## config.mk

```make
export PLATFORM = sky130hd
export DESIGN_NAME = output_sram_writeback
export DESIGN_NICKNAME = d
export VERILOG_FILES = /design/src/rtl/output_sram_writeback.sv
export SDC_FILE = /design/constraint.sdc
export NUM_CORES = 1
export LEC_CHECK = 0
export ABC_AREA = 0
export BUFFER_PORTS_ARGS = -buffer_cell sky130_fd_sc_hd__buf_2
export CORE_AREA = 2 2 596 598
export DETAILED_ROUTE_END_ITERATION = 8
export DIE_AREA = 0 0 598 600
export PLACE_DENSITY = 0.3
export SLEW_MARGIN = 20
export SYNTH_ARGS = -nofsm -noshare
export SYNTH_HDL_FRONTEND = slang
export SYNTH_SLANG_ARGS = --single-unit
```

## constraint.sdc

```tcl
create_clock -name clk -period 5.95 [get_ports clk]
set_clock_uncertainty 0.05 [all_clocks]
set_input_delay 0.2975 -clock clk [delete_from_list [all_inputs] [get_ports clk]]
set_output_delay 0.2975 -clock clk [all_outputs]
set_load 0.02 [all_outputs]
```

## src/rtl/output_sram_writeback.sv

```systemverilog
// output_sram_writeback: drains output SRAM port B to DRAM over the CSn/RASn/CASn/WEn command bus
module output_sram_writeback #(
    parameter int TRCD  = 2,
    parameter int TRP   = 2,
    parameter int BANKS = 32
) (
    input  logic                    clk,
    input  logic                    rst,
    input  logic                    wb_start,
    input  logic [16:0]             Output_SRAM_ADDR_start,
    input  logic [16:0]             Output_SRAM_ADDR_end,
    input  logic [31:0]             DRAM_ADDR_start,
    output logic                    wb_busy,
    output logic                    wb_done,
    output logic [BANKS-1:0][11:0]  output_SRAM_AB_DMA,
    output logic                    output_SRAM_CEN_DMA,
    output logic                    output_SRAM_OEN_DMA,
    input  logic [BANKS-1:0][31:0]  output_SRAM_DO_DMA,
    output logic                    DRAM_CSn,
    output logic                    DRAM_RASn,
    output logic                    DRAM_CASn,
    output logic [3:0]              DRAM_WEn,
    output logic [12:0]             DRAM_A,
    output logic [31:0]             DRAM_D
);
    typedef enum logic [2:0] {IDLE, ACT, RCD, WRITE, PRE, PRE_LAST} state_t;
    state_t state, state_n;
    logic [22:0] w, w_n;
    logic [17:0] left, left_n;
    logic [3:0]  cnt, cnt_n;
    logic [16:0] rd_idx, idx_cur;
    logic [11:0] ab;
    logic [4:0]  rd_bank, bank_q;
    logic [31:0] d_q;
    logic        cen, empty, rd_issue;
    logic        unused;
    assign unused = ^{DRAM_ADDR_start[31:25], DRAM_ADDR_start[1:0]};
    assign empty = Output_SRAM_ADDR_end < Output_SRAM_ADDR_start;
    assign idx_cur = (state == IDLE) ? Output_SRAM_ADDR_start : rd_idx;
    assign output_SRAM_AB_DMA = {BANKS{ab}};
    assign output_SRAM_CEN_DMA = cen;
    assign output_SRAM_OEN_DMA = cen;
    // data for the word being written arrives from the read issued one cycle earlier
    assign DRAM_D = DRAM_CASn ? d_q : output_SRAM_DO_DMA[bank_q];
    // next-state selection
    always_comb begin
        state_n = state;
        case (state)
            IDLE:     state_n = (wb_start && !empty) ? ACT : IDLE;
            ACT:      state_n = (TRCD > 1) ? RCD : WRITE;
            RCD:      state_n = (cnt == 4'd0) ? WRITE : RCD;
            WRITE:    state_n = (left == 18'd1) ? PRE_LAST : ((w[9:0] == 10'h3ff) ? PRE : WRITE);
            PRE:      state_n = (cnt == 4'd0) ? ACT : PRE;
            PRE_LAST: state_n = (cnt == 4'd0) ? IDLE : PRE_LAST;
            default:  state_n = IDLE;
        endcase
    end
    // next word address, remaining count, wait counter and SRAM read decision
    always_comb begin
        w_n = (state == IDLE) ? DRAM_ADDR_start[24:2] : ((state == WRITE) ? w + 23'd1 : w);
        left_n = (state == IDLE) ? 18'(Output_SRAM_ADDR_end) - 18'(Output_SRAM_ADDR_start) + 18'd1
               : ((state == WRITE) ? left - 18'd1 : left);
        cnt_n = (state_n != state) ? ((state_n == RCD) ? 4'(TRCD - 2) : 4'(TRP - 1)) : cnt - 4'd1;
        rd_issue = (state_n == RCD && cnt_n == 4'd0) || (state_n == ACT && TRCD == 1)
                || (state_n == WRITE && left_n != 18'd1 && w_n[9:0] != 10'h3ff);
    end
    // state register
    always_ff @(posedge clk) begin
        if (!rst) state <= IDLE;
        else state <= state_n;
    end
    // registered datapath and command outputs, driven from the upcoming state
    always_ff @(posedge clk) begin
        if (!rst) begin
            w <= '0;
            left <= '0;
            cnt <= '0;
            rd_idx <= '0;
            ab <= '0;
            rd_bank <= '0;
            bank_q <= '0;
            cen <= 1'b1;
            DRAM_CSn <= 1'b1;
            DRAM_RASn <= 1'b1;
            DRAM_CASn <= 1'b1;
            DRAM_WEn <= 4'hF;
            DRAM_A <= '0;
            d_q <= '0;
            wb_busy <= 1'b0;
            wb_done <= 1'b0;
        end else begin
            w <= w_n;
            left <= left_n;
            cnt <= cnt_n;
            rd_idx <= rd_issue ? idx_cur + 17'd1 : idx_cur;
            ab <= rd_issue ? idx_cur[16:5] : ab;
            rd_bank <= rd_issue ? idx_cur[4:0] : rd_bank;
            bank_q <= rd_bank;
            cen <= !rd_issue;
            DRAM_CSn <= state_n == IDLE;
            DRAM_RASn <= !(state_n == ACT || state_n == RCD || state_n == WRITE);
            DRAM_CASn <= state_n != WRITE;
            DRAM_WEn <= (state_n == WRITE) ? 4'h0 : 4'hF;
            DRAM_A <= (state_n == ACT) ? w_n[22:10] : ((state_n == WRITE) ? {3'b000, w_n[9:0]} : DRAM_A);
            d_q <= DRAM_D;
            wb_busy <= state_n != IDLE;
            wb_done <= (state == PRE_LAST && cnt == 4'd0) || (state == IDLE && wb_start && empty);
        end
    end
endmodule

```

# [Yosys cells after proc, flatten, opt, wreduce, memory -nomap -nowiden]
# Index checks and enable logic that the tools add are counted.
[word_totals] ff_bits=142 input_bits=1093 out_inout_bits=440 word_cells=80
[classes] add_sub_neg=6 order_cmp=2 eq_ne=14 muxes=21 n_reduce_logical=20
[ops] cell="$bmux 32 s5" n=1
[ops] cell="$mux 32" n=2
[ops] cell="$mux 23" n=2
[ops] cell="$mux 18" n=2
[ops] cell="$mux 17" n=2
[ops] cell="$mux 13" n=2
[ops] cell="$add 23x1->23 const B" n=1
[ops] cell="$add 18x1->18 const B" n=1
[ops] cell="$eq 18x1->1 const B" n=1
[ops] cell="$ne 18x1->1 const B" n=1
[ops] cell="$pmux 3 s6" n=1
[ops] cell="$sub 17x17->18" n=1
[ops] cell="$sub 18x1->18 const B" n=1
[ops] cell="$add 17x1->17 const B" n=1
[ops] cell="$lt 17x17->1" n=1
[ops] cell="$eq 3x2->1 const B" n=4
[ops] cell="$mux 3" n=4
[ops] cell="$eq 10x10->1 const B" n=1
[ops] cell="$ne 10x10->1 const B" n=1
[ops] cell="$logic_not 4->1" n=2
[ops] cell="$mux 4" n=2
[ops] cell="$logic_and 1x1->1" n=7
[ops] cell="$eq 3x1->1 const B" n=2
[ops] cell="$eq 3x3->1 const B" n=2
[ops] cell="10 further kinds" n=18

# [Depth between registers and ports, before layout]
# Gate-level depths: netlist of the first run.
[depth] word_depth=12 ltp_mapped=17 mapped_depth_nobuf=15

# [Least setup slack after synthesis of the first run]
# OpenSTA, ideal clock, no wires.
[synth_timing] kind="input port to flip-flop" startpoint="input port Output_SRAM_ADDR_start[1]" endpoint="register rd_idx[11]" setup_ns=0.072 arrival_time_ns=3.440 required_ns=5.828 setup_slack_ns=2.389 path_stages=17 path_buffers=2 cell_sequence="inv_1 -> ha_1 -> inv_1 -> ha_1 -> fa_1 -> a21oi_1 -> nor3_1 -> o211a_1 -> or4b_1 -> a31oi_1 -> o221ai_1 -> nor4_2 -> a21oi_2 -> buf_6 -> buf_4 -> nand2_1 -> mux2i_1"
[synth_via] elab_chain_len=12 elab_cells_between_ends=22 classes_between="3 x add/sub; 1 x order compare; 4 x eq/ne; 7 x mux; 7 x reduce/logical"
[synth_lines] item="from (decl)" line="10" rtl="input logic [16:0] Output_SRAM_ADDR_start,"
[synth_lines] item="parallel branches: the longest is 11 deep, another holds $sub 17x17->18"
[synth_lines] item="$mux 17 (*)" line="95" rtl="rd_idx <= rd_issue ? idx_cur + 17'd1 : idx_cur;"
[synth_lines] item="to (signal assigned)" line="95"
[synth_lines] item="to (decl)" line="31" rtl="logic [16:0] rd_idx, idx_cur;"
# Every way passes the cells marked *.
# A chain may end at the register's enable or synchronous reset.

# [Worst setup path in the final report of the first run]
[layout_timing] startpoint="register state[1]" endpoint="register rd_idx[8]"
[layout_via] elab_chain_len=9 elab_cells_between_ends=26 classes_between="1 x add/sub; 10 x eq/ne; 9 x mux; 6 x reduce/logical"
[layout_lines] item="from (decl)" line="27" rtl="state_t state, state_n;"
[layout_lines] item="from (signal assigned)" line="70" rtl="else state <= state_n;"
[layout_lines] item="$eq 3x3->1 (tied with other cells)" line="48" rtl="case (state)"
[layout_lines] item="$pmux 3 s6" line="48"
[layout_lines] item="$eq 3x2->1" line="63, 64"
[layout_lines] item="$mux 1" line="63" rtl="cnt_n = (state_n != state) ? ((state_n == RCD) ? 4'(TRCD - 2) : 4'(TRP - 1)) : cnt - 4'd1;"
[layout_lines] item="$mux 4" line="63"
[layout_lines] item="$logic_not 4->1" line="64" rtl="rd_issue = (state_n == RCD && cnt_n == 4'd0) || (state_n == ACT && TRCD == 1)"
[layout_lines] item="$logic_and 1x1->1" line="64"
[layout_lines] item="$logic_or 1x1->1" line="65" rtl="|| (state_n == WRITE && left_n != 18'd1 && w_n[9:0] != 10'h3ff);"
[layout_lines] item="$mux 17 (*)" line="95"
# Mark *: on every way between the ends. The rest lies on a longest branch, timed or not.

==> results of run 1 <==
==> routing by layer <==
layer / global-route usage / up-vias / part of all wire
met2: 0.1977 / 1337 / 0.55
li1: - / 8974 / -
met4: 0.04501 / 60 / 0.054
met1: 0.09513 / 10442 / 0.33
met3: 0.02587 / 421 / 0.064
met5: 0.004679 / - / 0.0020
==> cells in the mapped netlist, types with 4 or more instances <==
cell | count | area, um2
a211o_1 | 7 | 61.31
a211oi_1 | 28 | 210.2
a21boi_0 | 4 | 30.03
a21o_1 | 9 | 67.56
a21oi_1 | 52 | 260.3
a311oi_1 | 6 | 52.55
a31oi_1 | 7 | 43.79
and2_1 | 52 | 325.3
and3_1 | 9 | 56.30
buf_1 | 31 | 116.4
buf_2 | 12 | 60.06
buf_4 | 380 | 2853
buf_6 | 6 | 67.56
clkbuf_1 | 82 | 307.8
dfxtp_1 | 138 | 2763
fa_1 | 8 | 160.2
ha_1 | 41 | 513.0
inv_1 | 46 | 172.7
mux2i_1 | 53 | 530.5
mux4_2 | 320 | 7207
nand2_1 | 114 | 427.9
nand2b_1 | 5 | 31.28
nand3_1 | 29 | 145.1
nand4_1 | 17 | 106.4
nor2_1 | 113 | 424.2
nor2b_1 | 5 | 31.28
nor3_1 | 24 | 120.1
nor3b_1 | 6 | 45.04
nor4_1 | 8 | 50.05
o211ai_1 | 10 | 75.07
o21ai_0 | 78 | 390.4
o221ai_1 | 6 | 52.55
o22ai_1 | 5 | 31.28
or2_2 | 5 | 31.28
or3_1 | 11 | 68.82
xnor2_1 | 23 | 201.4
xor2_1 | 16 | 140.1
==> critical path, cell delays in order (launching register included) <==
cell and delay, ns:
dfxtp_1 0.69, buf_4 0.34, and3b_1 0.19, buf_4 0.18
nand3_1 0.18, nor4_1 0.36, xor2_1 0.14, a221oi_1 0.61
o41ai_2 0.26, nor4_2 0.56, a21oi_4 0.29, buf_4 0.34
a311o_1 0.35, o21ai_1 0.07
==> sequential cells by signal, summed over array words and instances, names as in the netlist, 3 cells and up <==
signal,flops
DRAM_A,13
ab,12
bank_q,5
cnt,4
d_q,32
left,18
rd_bank,5
rd_idx,17
state,3
w,23
==> what timing repair did <==
action / in CTS / in global routing
buffers inserted: 0 / 0
hold buffers: 11 / 0
hold endpoints to repair: 11 / 0
==> placed cells by master (no fill, tap or decap), drive strengths merged, types with 52 or more instances in the layout <==
cell type,netlist,routed
a21oi,53,53
diode,0,171
nor2,113,113
o21ai,82,82
buf,429,1569
mux2i,53,53
mux4,320,320
dfxtp,138,138
nand2,114,114
and2,52,52
==> final cells by class <==
class / count / area (um2) / share of cell area
clock buffer: 28 / 646.9 / 0.02117
clock inverter: 5 / 31.28 / 0.001024
tap: 4620 / 5781 / 0.1892
antenna: 171 / 427.9 / 0.01401
multi-input combinational: 1136 / 12520 / 0.4099
timing repair buffer: 1580 / 8168 / 0.2673
inverter: 47 / 176.4 / 0.005774
sequential: 138 / 2796 / 0.09153
==> worst paths after layout <==
path,from,endpoint,slack (ns),depth (start not counted)
setup / recovery,state[1]$_SDFF_PN0_,rd_idx[8]$_SDFF_PN0_,1.24,13
hold / removal,DRAM_ADDR_start[19],w[17]$_SDFF_PN0_,0.06,4
setup reg to reg,state[1]$_SDFF_PN0_,rd_idx[8]$_SDFF_PN0_,1.24,13
hold reg to reg,rd_bank[4]$_SDFFE_PN0P_,bank_q[4]$_SDFF_PN0_,0.41,1
==> kinds of logic after synthesis <==
kind of cell	Yosys count	synth area share
compound gates	251	0.08598
buf+inv	559	0.1904
xor+xnor	39	0.01814
fa+ha+maj	49	0.03575
flops	138	0.1467
mux	374	0.4115
simple gates	423	0.1115
==> power by group through the flow <==
stage / clock network [mW] / logic, mW / registers (mW)
floorplan: 0 / 2.18 / 1.21
global placement: 0 / 3.18 / 1.29
detailed placement: 0 / 3.17 / 1.30
CTS: 1.51 / 3.19 / 1.28
global route: 1.52 / 3.34 / 1.29
finish: 1.39 / 3.10 / 1.25
==> flow_metrics.env, run 1 <==
export IMPL_crit_type="flip-flop to flip-flop"
export IMPL_async_flop_share=0
export IMPL_cts_root_buf="clkbuf_16"
export IMPL_grt_overflow_total=0
export IMPL_coreArea_mm2=0.3519
export IMPL_worst_setup_path_start_kind="flip-flop"
export IMPL_dp_slack_ns=1.013
export IMPL_io_buffers=1523
export IMPL_grt_pass1_wl_um=230100
export IMPL_dpl_hpwl_um=169600
export IMPL_numCtsBuffers=25
export IMPL_ys_seq_elements=138
export IMPL_final_cells=7725
export IMPL_finalWorstSetupSlack_ns=1.235
export IMPL_rows=218
export IMPL_slew_viol_final=0
export IMPL_grt_pass1_vias=20788
export IMPL_synth_edf_count=0
export IMPL_htreeDepth=4
export IMPL_outcome="finished, final reports clean"
export IMPL_intPower_mw=3.068
export IMPL_drcViolationCount=0
export IMPL_p_leak_nw=12.05
export IMPL_end_kind="flip-flop"
export IMPL_start_util=0.05352
export IMPL_setup_viol_count_final=0
export IMPL_wl_um=188600
export IMPL_place_congestion=0.9474
export IMPL_area_delta_synth_final_pct=62.25
export IMPL_vias=21234
export IMPL_power_share_clock=0.242
export IMPL_peakVddDrop_uv=103.5
export IMPL_setup_tns_final_ns=0
export IMPL_fillCellCount=41172
export IMPL_required_ns=6.37
export IMPL_post_cts_resized=0
export IMPL_io_pins=1533
export IMPL_clock_sink_count=138
export IMPL_yosysUniqueCellTypes=78
export IMPL_min_period_ns=4.715
export IMPL_place_area_mm2=0.02933
export IMPL_finalInstanceArea_mm2=0.03055
export IMPL_grtUsageTotal=0.1000
export IMPL_die_height_um=600
export IMPL_clock_latency_ns=0.56
export IMPL_die_area_mm2=0.3588
export IMPL_drt_initial_drc_count=1249
export IMPL_ys_seq_area_frac=0.1467
export IMPL_yosys_warnings=0
export IMPL_drt_wirelength_per_cell_um=24.42
export IMPL_swShare=0.4659
export IMPL_synth_fp_nets=2975
export IMPL_cts_tree="yes"
export IMPL_p_switching_mw=2.676
export IMPL_cap_violations=0
export IMPL_die_w_um=598
export IMPL_pwr_share_comb=0.539
export IMPL_rsz0062_at_grt="false"
export IMPL_arrival_ns=5.13
export IMPL_final_util=0.08683
export IMPL_ctsLongestPathBuffers=3
export IMPL_post_route_period_util=0.7924
export IMPL_path_clk_slew_ns=0.07
export IMPL_synth_top_flop_cell="dfxtp_1"
export IMPL_worst_hold_slack_ns=0.06035
export IMPL_post_place_cells=7510
export IMPL_power_density_mw_per_mm2=188.0
export IMPL_clock_fmax_mhz=212.1
export IMPL_antenna_left=0
export IMPL_drive_above_1_share=0.6677
export IMPL_avgSynthCellArea_um2=10.27
export IMPL_syn_inst=1833
export IMPL_antenna_found_initial=237
export IMPL_drt_first_pass_iters=4
export IMPL_grt_max_degree=77
export IMPL_drt_vias_per_instance=2.749
export IMPL_post_synth_instance_area_mm2=0.01883
export IMPL_worst_slew_pin_slew_ns=0.9178
export IMPL_pwr_share_seq=0.218
export IMPL_hold_violations=0
export IMPL_p_total_mw=5.744
export IMPL_nets=4070
export IMPL_hold_path_class="primary input to flip-flop"
export IMPL_path_max_fanout=42
export IMPL_maxSlewHeadroom=0.3834
No activity file was read; power rests on OpenSTA's default activity.
==> run 2: changes to the inputs <==
Clock period 5.95 ns to 4.39 ns, I/O delays scaled along.
==> run 2 against run 1 <==
Register-to-register slack got worse by 0.88 ns. Utilization is 0.096 points higher. Critical path type unchanged. Die area unchanged. Maximum frequency is 17% higher. Critical endpoint is now rd_idx[5]$_SDFF_PN0_. Largest power group unchanged. Sequential power rose by 35%. First-iteration DRC count is 11% higher. Critical path depth increased by 1. Hold slack got worse by 0.013 ns. Setup slack got worse by 0.88 ns.
==> flow_metrics.env, run 2 (synthesis results as in run 1) <==
export IMPL_outcome="finished, final reports clean"
export IMPL_final_common_cell="buf_2"
export IMPL_die_height_um=600
export IMPL_worst_hold_slack_ns=0.04776
export IMPL_grt_pass1_vias=20513
export IMPL_post_route_period_util=0.9180
export IMPL_dpl_hpwl_um=171600
export IMPL_clock_sink_count=138
export IMPL_finalInstanceArea_mm2=0.03089
export IMPL_largest_reg_flops=32
export IMPL_post_cts_buffers=0
export IMPL_crit_type="flip-flop to flip-flop"
export IMPL_cap_violations=0
export IMPL_io_pins=1533
export IMPL_peakVddDrop_uv=184.3
export IMPL_grt_overflow_total=0
export IMPL_place_area_mm2=0.02957
export IMPL_clock_fmax_mhz=248.1
export IMPL_numCtsBuffers=25
export IMPL_grt_pass1_wl_um=229500
export IMPL_drt_first_pass_iters=5
export IMPL_place_congestion=0.9180
export IMPL_worstReg2RegStart="cnt[0]$_SDFF_PN0_"
export IMPL_worstHoldStart="Output_SRAM_ADDR_start[16]"
export IMPL_r2r_slack_ns=0.36
export IMPL_drt_wirelength_per_cell_um=24.57
export IMPL_final_cell_mix="buf_2 (1522), mux4_2 (320), dfxtp_1 (123), nand2_1 (114), nor2_1 (113)"
export IMPL_p_leak_nw=12.23
export IMPL_cts_root_buf="clkbuf_16"
export IMPL_antenna_left=0
export IMPL_die_area_mm2=0.3588
export IMPL_rows=218
export IMPL_startpoint="cnt[0]$_SDFF_PN0_"
export IMPL_arrival_ns=4.42
export IMPL_coreArea_mm2=0.3519
export IMPL_setup_tns_final_ns=0
export IMPL_maxSlewHeadroom=0.4391
export IMPL_path_cells="inv_1 -> ha_1 -> nor3b_1 -> or3_1 -> nand2_1 -> or3_1 -> a32o_1 -> o41ai_2 -> nor4_2 -> buf_4 -> a21oi_4 -> buf_12 -> a21boi_0 -> a311oi_1"
export IMPL_area_delta_synth_final_pct=64.04
export IMPL_drt_vias_per_instance=2.736
export IMPL_hold_path_class="primary input to flip-flop"
export IMPL_worst_setup_path_start_kind="flip-flop"
export IMPL_antenna_found_initial=231
export IMPL_path_max_fanout=23
export IMPL_min_period_ns=4.030
export IMPL_grtUsageTotal=0.1006
export IMPL_wl_um=190600
export IMPL_drcViolationCount=0
export IMPL_end_kind="flip-flop"
export IMPL_required_ns=4.78
export IMPL_io_buffers=1523
export IMPL_slowest_delay_ns=0.58
export IMPL_power_density_mw_per_mm2=257.2
export IMPL_clock_latency_ns=0.56
export IMPL_largest_register="d_q"
export IMPL_rsz0062_at_grt="false"
export IMPL_reg_top3="d_q: 32 flops, w: 23 flops, left: 18 flops"
export IMPL_fillCellCount=41157
export IMPL_vias=21230
export IMPL_crit_slowest_cell="o41ai_2"
export IMPL_hold_violations=0
export IMPL_drive_above_1_share=0.6679
export IMPL_critPathMostFrequentCell="or3_1"
export IMPL_worst_slew_pin_slew_ns=0.8349
export IMPL_grt_max_degree=68
export IMPL_cts_tree="yes"
export IMPL_start_util=0.05352
export IMPL_slew_viol_final=0
export IMPL_drt_initial_drc_count=1381
export IMPL_nets=4099
export IMPL_path_clk_slew_ns=0.06
export IMPL_die_w_um=598
export IMPL_setup_viol_count_final=0
export IMPL_htreeDepth=4
export IMPL_ctsLongestPathBuffers=3
==> run 2: changes by cell type in the layout (fill, tap and decap cells not counted), sizes merged <==
cell	before	now
diode	171	176
buf	1569	1592
clkbuf	28	30
clkinvlp	3	0
dlygate4sd3	11	17
bufinv	0	1
==> run 2: path summary, 6_finish.rpt <==
| path | endpoint | depth (start not counted) |
|---|---|---|
| worst max-delay path | rd_idx[5]$_SDFF_PN0_ | 14 |
| worst min register to register | bank_q[2]$_SDFF_PN0_ | 1 |
| worst max register to register | rd_idx[5]$_SDFF_PN0_ | 14 |
| worst min-delay path | rd_idx[16]$_SDFF_PN0_ | 4 |
==> run 2: area by class of cell <==
cell class                 count  area [um2]  share of cell area
tap                         4620        5781              0.1871
timing repair buffer        1609        8476              0.2744
inverter                      47       176.4            0.005711
clock inverter                 3       38.79            0.001256
sequential                   138        2796             0.09053
antenna                      176       440.4             0.01426
clock buffer                  30       664.4             0.02151
multi-input combinational   1136       12520              0.4052
==> run 2: repair_timing <==
item                                   in CTS  in global routing
gates resized for setup                     0                  0
endpoints found under the hold margin      21                  0
hold buffers                               17                  0
==> run 2: critical path: cells and delay by family, from the launching register on <==
family / cells / cell delay [ns]
and+or+nand+nor: 5 / 1.25
DFF: 1 / 0.34
adders and majority gates: 1 / 0.14
AOI/OAI and AO/OA: 5 / 1.63
buffers and inverters: 3 / 0.52
==> run 2: stage by stage <==
step	setup slack (ns)	utilization	cells	power, mW
3_5_place_dp	0.1149	0.08405	7533	6.149
2_1_floorplan	0.9065	-	1833	4.591
3_3_place_gp	0.1208	0.08403	7533	6.158
5_1_grt	0.06658	0.08754	7724	8.498
4_1_cts	0.2731	0.08653	7583	8.279
6_report	0.3601	0.08779	7759	7.945
==> run 2: power by group <==
group | switching [mW] | total (mW) | leakage (nW) | internal (mW)
sequential | 0.293 | 1.69 | 1.14 | 1.40
combinational | 2.51 | 4.29 | 10.7 | 1.77
clock | 0.853 | 1.97 | 0.347 | 1.12
==> run 2: routing by layer <==
metal | track usage | part of all wire | vias up
met5 | 0.003877 | 0.0027 | -
met4 | 0.05597 | 0.061 | 78
met3 | 0.02792 | 0.071 | 456
met2 | 0.1943 | 0.55 | 1316
met1 | 0.09434 | 0.31 | 10328
li1 | - | - | 9052
